<file path="src/rtl/uart_pkg.sv">
// Shared UART definitions: receiver/transmitter state encoding and baud divisor math.
package uart_pkg;

  typedef enum logic [1:0] {
    ST_IDLE  = 2'd0,
    ST_START = 2'd1,
    ST_DATA  = 2'd2,
    ST_STOP  = 2'd3
  } uart_state_e;

  function automatic int uart_div(input int f, input int baud);
    return f / baud;
  endfunction

  function automatic int uart_half(input int f, input int baud);
    return (f / baud) / 2;
  endfunction

endpackage

</file>
<file path="src/rtl/rx_sync.sv">
// Two-flop synchronizer for the asynchronous serial line; resets to the idle level.
module rx_sync (
  input  logic clk,
  input  logic rst,
  input  logic d,
  output logic q
);

  logic meta_q, meta_d;
  logic sync_q, sync_d;

  always_comb begin
    meta_d = d;
    sync_d = meta_q;
  end

  always_ff @(posedge clk) begin
    if (rst) begin
      meta_q <= 1'b1;
      sync_q <= 1'b1;
    end else begin
      meta_q <= meta_d;
      sync_q <= sync_d;
    end
  end

  assign q = sync_q;

endmodule

</file>
<file path="src/rtl/uart_rx.sv">
// 8N1 UART receiver: start-bit qualification at half a bit, mid-bit sampling of data and stop.
module uart_rx
  import uart_pkg::*;
#(
  parameter int BAUD = 115200,
  parameter int F    = 50000000
) (
  input  logic       clk,
  input  logic       rst,
  input  logic       rx,
  output logic [7:0] data,
  output logic       valid,
  output logic       ferr,
  output logic       busy
);

  localparam int DIV   = uart_div(F, BAUD);
  localparam int HALF  = uart_half(F, BAUD);
  localparam int CNT_W = $clog2(DIV);

  generate
    if (DIV < 4) begin : g_bad_div
      $error("uart_rx: F/BAUD must be at least 4");
    end
  endgenerate

  localparam logic [CNT_W-1:0] HALF_M1 = CNT_W'(HALF - 1);
  localparam logic [CNT_W-1:0] DIV_M1  = CNT_W'(DIV - 1);

  logic rxs;

  rx_sync u_rx_sync (
    .clk (clk),
    .rst (rst),
    .d   (rx),
    .q   (rxs)
  );

  uart_state_e      state_q, state_d;
  logic [CNT_W-1:0] cnt_q, cnt_d;
  logic [2:0]       idx_q, idx_d;
  logic [7:0]       shift_q, shift_d;
  logic [7:0]       data_q, data_d;
  logic             valid_q, valid_d;
  logic             ferr_q, ferr_d;
  logic             tick_half, tick_full;

  assign tick_half = (cnt_q == HALF_M1);
  assign tick_full = (cnt_q == DIV_M1);

  always_comb begin
    state_d = state_q;
    cnt_d   = cnt_q + 1'b1;
    idx_d   = idx_q;
    shift_d = shift_q;
    data_d  = data_q;
    valid_d = 1'b0;
    ferr_d  = 1'b0;
    unique case (state_q)
      ST_IDLE: begin
        cnt_d = '0;
        if (!rxs) state_d = ST_START;
      end
      ST_START: begin
        // A start bit that is gone by its midpoint is treated as a line glitch.
        if (tick_half) begin
          cnt_d = '0;
          if (rxs) begin
            state_d = ST_IDLE;
          end else begin
            state_d = ST_DATA;
            idx_d   = 3'd0;
          end
        end
      end
      ST_DATA: begin
        if (tick_full) begin
          cnt_d   = '0;
          shift_d = {rxs, shift_q[7:1]};
          idx_d   = idx_q + 1'b1;
          if (idx_q == 3'd7) state_d = ST_STOP;
        end
      end
      ST_STOP: begin
        // Leaving at mid-stop-bit lets a following start edge be caught with no idle gap.
        if (tick_full) begin
          cnt_d   = '0;
          state_d = ST_IDLE;
          if (rxs) begin
            data_d  = shift_q;
            valid_d = 1'b1;
          end else begin
            ferr_d  = 1'b1;
          end
        end
      end
      default: begin
        state_d = ST_IDLE;
        cnt_d   = '0;
      end
    endcase
  end

  always_ff @(posedge clk) begin
    if (rst) begin
      state_q <= ST_IDLE;
      cnt_q   <= '0;
      idx_q   <= 3'd0;
      shift_q <= 8'h00;
      data_q  <= 8'h00;
      valid_q <= 1'b0;
      ferr_q  <= 1'b0;
    end else begin
      state_q <= state_d;
      cnt_q   <= cnt_d;
      idx_q   <= idx_d;
      shift_q <= shift_d;
      data_q  <= data_d;
      valid_q <= valid_d;
      ferr_q  <= ferr_d;
    end
  end

  assign data  = data_q;
  assign valid = valid_q;
  assign ferr  = ferr_q;
  assign busy  = (state_q != ST_IDLE);

endmodule

</file>
<file path="config.mk">
export PLATFORM = sky130hd
export DESIGN_NAME = uart_rx
export DESIGN_NICKNAME = d
export VERILOG_FILES = /design/src/rtl/uart_pkg.sv /design/src/rtl/rx_sync.sv /design/src/rtl/uart_rx.sv
export SDC_FILE = /design/constraint.sdc
export NUM_CORES = 1
export LEC_CHECK = 0
export ABC_AREA = 0
export CAP_MARGIN = 0
export CORE_MARGIN = 4
export CORE_UTILIZATION = 51
export CTS_CLUSTER_SIZE = 30
export DETAILED_ROUTE_END_ITERATION = 16
export GPL_TIMING_DRIVEN = 0
export HOLD_SLACK_MARGIN = 0.02
export PLACE_DENSITY = 0.81
export RECOVER_POWER = 50
export SETUP_SLACK_MARGIN = 0.05
export SLEW_MARGIN = 20
export SYNTH_ARGS = -nofsm -noshare
export SYNTH_HDL_FRONTEND = slang
export SYNTH_SLANG_ARGS = --single-unit
</file>
<file path="constraint.sdc">
create_clock -name clk -period 3.55 [get_ports clk]
set_clock_uncertainty 0.15 [all_clocks]
set_input_delay 0.355 -clock clk [delete_from_list [all_inputs] [get_ports clk]]
set_output_delay 0.355 -clock clk [all_outputs]
set_load 0.05 [all_outputs]
</file>
Yosys cells after proc, flatten, opt, wreduce, memory -nomap -nowiden. Index checks and enable logic that the tools add are counted.

Word-level logic and storage cells: 50. Flip-flop bits (word level): 34. Input port bits: 3.

Equality and inequality tests: 12. Reductions and logical operators: 9. Bitwise operators: 2. $add $sub $neg: 2. Mux-type cells: 16.

Operators with widths (number): $pmux W9 S3 (1); $mux W9 (2); $mux W2 (6); $ne A2 B2 Y1 const B (6); $add A9 B1 Y9 const B (1); $eq A9 B8 Y1 const B (1); $eq A9 B9 Y1 const B (1); $mux W3 (3); $pmux W2 S4 (1); $pmux W3 S2 (1); $reduce_and A5 Y1 (1); $eq A2 B2 Y1 const B (2); $reduce_and A4 Y1 (1); $reduce_bool A2 Y1 (2); $add A3 B1 Y3 const B (1); $eq A3 B3 Y1 const B (1); $reduce_and A3 Y1 (1); $reduce_or A3 Y1 (1); $eq A2 B1 Y1 const B (1); $logic_not A2 Y1 (1); $mux W1 (2); $not A1 Y1 (2); $reduce_and A2 Y1 (1); $reduce_or A2 Y1 (1).

Depth between registers and ports, before layout.
Word-level depth: 4. Gate-level depth with buffers: 7. Mapped depth without buffers: 6.

Modules after synthesis. A second synthesis with hierarchy kept.

Cells, all modules: 146. Area, all modules: 1483.9 um^2.

By module, submodules not included: uart_rx (cells each 142, instances 1, area each 1431.4 um^2); rx_sync (cells each 4, instances 1, area each 52.6 um^2).

Worst setup path after synthesis. No wires, ideal clock.

Path type: flip-flop to flip-flop. Start point: register cnt_q[0]. End point: register data_q[7] (netlist: data[7]). Arrival: 1562 ps. Library setup time: 128 ps. Required time: 3272 ps. Path slack: 1710 ps. Stages on the path, launching flop included: 6. Buffers on the path: 0. Period minus slack after synthesis: 1840 ps. Path through: dfxtp_1 ha_1 nand4b_4 nor4_4 mux2i_1 nor2_1.

Longest elaborated chain between the ends: 2.

RTL lines: from (decl) (line uart_rx.sv:40) `logic [CNT_W-1:0] cnt_q, cnt_d;`; from (signal assigned) (line uart_rx.sv:115) `cnt_q <= cnt_d;`; $eq A9 B9 Y1 (line uart_rx.sv:49) `assign tick_full = (cnt_q == DIV_M1);`; $reduce_and A3 Y1 (no line); to (signal assigned) (line uart_rx.sv:118) `data_q <= data_d;`; to (decl) (line uart_rx.sv:43) `logic [7:0] data_q, data_d;`.

No other way between the ends. A chain may end at the register's enable or synchronous reset.

==> results.cfg <==
[sta]
period_share_pct = 70.5
period_minus_slack_ns = 2.50
report.final.setup_viol = 0
fmax_ghz = 0.399
rsz0062_at_grt = false
worst_slew_pin_slew_ns = 0.711
slew_viol_final = 0
slew-limit-headroom_pct = 52.4
tns_ns = 0
hold_viol = 0

[synthesis]
async_flop_share_pct = 0
synth_fp_nets = 149
seq_area_frac_synth_pct = 47.8
syn_avg_cell_area_sq_um = 10.1
syn_inst = 141
yosysWarnings = 0
synth_edf_count = 0
ys.flop_type = dfxtp_1
synth.distinct_cells = 32
synth_seq_cells = 34
syn-cell-area_sq_um = 1430

[critical_path]
critPathSlowestCell = clkdlybuf4s50_1
worst-path-stages = 3
crit_type = flip-flop to output pin
crit_path_start_kind = flip-flop
path_buf_inv = 2
arrival_ns = 2.00
worst_setup_path_end_kind = output pin
path_cells = clkbuf_1, or2_2, clkdlybuf4s50_1
worstPathMaxFanout = 10
r2r_cells = 6
critPathMaxStageDelay_ns = 0.79
crit_family = buffers and inverters
crit_required_ns = 3.04

[clocking]
cts_tree = yes
hold_buffers = 0
clock_latency_ns = 0.33
cts_buffer_depth = 2
cts_resized = 0
clk_pin_slew_worst_paths_ns = 0.10
post-cts-setup-buffer-count = 0
cts.htree.levels = 2
cts_buffers = 5
root_buffer = clkbuf_4
cts.sinks = 34

[placed_design]
hpwlAfterDp_microns = 1830
postPlaceCellArea_sq_um = 1580
dp.cells = 183
portBuffers = 12
gp_congestion = 0.852

[die]
dieArea_sq_um = 3700
core_area_sq_um = 2570
die_h_microns = 60.9
core.rowCount = 18
die_w_microns = 60.9
start_util_pct = 55.5
ios = 14

[outcome]
status = complete, no violations

[route]
drtAntennaViolNets = 0
wl_per_cell_microns = 13.5
first_pass_iters = 4
drtIter0Drc = 37
drc = 0
vias = 1029
vias_per_cell = 5.39
wl_microns = 2590

[layout]
syn_to_final_growth_pct = 13.4
drive_gt1_share_pct = 9.32
multi_input_area_sq_um = 677
n_antenna_cell = 0
finalInstanceArea_sq_um = 1620
instances_no_fill = 191
seq_area_sq_um = 681
fillers = 216
layout.nets = 168

[grt]
grt_usage_pct = 17.4
gr-total-overflow = 0
gr-usage-met3_pct = 8.09
busiest_layer = met2
grt_pass1_vias = 1038
grt_max_degree = 11
met2_usage_pct = 25.6
gr-usage-met1_pct = 20.5
antenna_found_initial = 0
grt_pass1_wl_microns = 4600

[pwr]
p_leak_nw = 0.569
power_density_nw_per_um2 = 380
ir_drop_uv = 352

[hold_path]
hold_path.class = primary input to flip-flop
hold_depth = 2

[flow_run]
max_cap_violations = 0
[metrics by stage]
stage | worst slack (ns) | hold WS, ns | util [%] | total power (W)
2_1_floorplan | 1.71 | 0.239 | - | 0.000401
3_3_place_gp | 1.42 | 0.244 | 61.6 | 0.000405
3_5_place_dp | 1.42 | 0.244 | 61.6 | 0.000405
4_1_cts | 1.01 | 0.256 | 64.0 | 0.000626
5_1_grt | 0.864 | 0.291 | 63.0 | 0.000646
6_report | 1.05 | 0.258 | 63.0 | 0.000615
[registers in the layout (all words and copies together), names as in the netlist, named ones only]
register,flops
u_rx_sync.meta_q,1
cnt_q,9
ferr,1
u_rx_sync.q,1
valid,1
state_q,1
idx_q,3
data,8
shift_q,8
[where the power goes]
group / internal, W / switching [W] / total, W
Sequential: 0.000383 / 0.00000130 / 0.000384
Clock: 0.0000959 / 0.000124 / 0.000219
Combinational: 0.00000362 / 0.00000798 / 0.0000116
Total: 0.000482 / 0.000133 / 0.000615
[cell usage in the layout, fill, tap and decap left out, types with 4 or more instances in the layout]
cell type and count:
dlygate4sd3_1 11, or2_2 4, inv_1 4, clkbuf_1 5, nor2_1 28, mux2i_1 16
nand3_1 4, xnor2_1 5, a21oi_1 5, nand2_1 5, clkbuf_4 5, dfxtp_1 34
ha_1 5
[area by class of cell]
| type | instances | area share [%] |
|---|---|---|
| buffer | 5 | 1.39 |
| clock buffer | 7 | 3.41 |
| clock inverter | 1 | 0.310 |
| inverter | 5 | 1.16 |
| multi-input combinational | 97 | 41.9 |
| sequential | 34 | 42.1 |
| tap | 30 | 2.32 |
| timing repair buffer | 12 | 7.43 |
[cell usage after synthesis, types with 2 or more instances]
master / number / share of area [%]
nand4_1: 2 / 0.88
dfxtp_1: 34 / 48
xnor2_1: 5 / 3.1
ha_1: 5 / 4.4
or2_2: 4 / 1.8
nor4_1: 2 / 0.88
nand2_1: 5 / 1.3
nand3b_1: 3 / 1.6
nor3_1: 2 / 0.70
mux2i_1: 16 / 11
inv_1: 4 / 1.1
a21oi_1: 5 / 1.8
xor2_1: 2 / 1.2
nor2_1: 28 / 7.4
clkbuf_1: 4 / 1.1
nand3_1: 4 / 1.4
[logic make-up (layout without fill, tap and decap cells)]
logic type / after synthesis / count (layout) / synth area share (%)
fa+ha+maj: 5 / 5 / 4.39
xor+xnor: 7 / 7 / 4.30
buf+inv: 10 / 30 / 2.90
mux: 16 / 16 / 11.2
flops: 34 / 34 / 47.8
compound gates: 11 / 11 / 5.18
simple gates: 58 / 58 / 24.2
[path summary, 6_finish.rpt]
| check | start | end | slack, ns |
|---|---|---|---|
| min | rst | valid$_SDFF_PP0_ | 0.26 |
| min reg2reg | u_rx_sync.meta_q$_SDFF_PP1_ | u_rx_sync.q$_SDFF_PP1_ | 0.27 |
| max | flip-flop | busy | 1.05 |
| max reg2reg | cnt_q[0]$_SDFF_PP0_ | shift_q[3]$_SDFFE_PP0P_ | 1.16 |
[per-layer routing]
| metal | vias to the layer above | part of all wire (%) |
|---|---|---|
| met5 | - | 0 |
| met4 | 0 | 2.2 |
| met3 | 8 | 6.2 |
| met2 | 22 | 48 |
| met1 | 479 | 44 |
| li1 | 520 | - |
No activity file was read; power rests on OpenSTA's default activity.
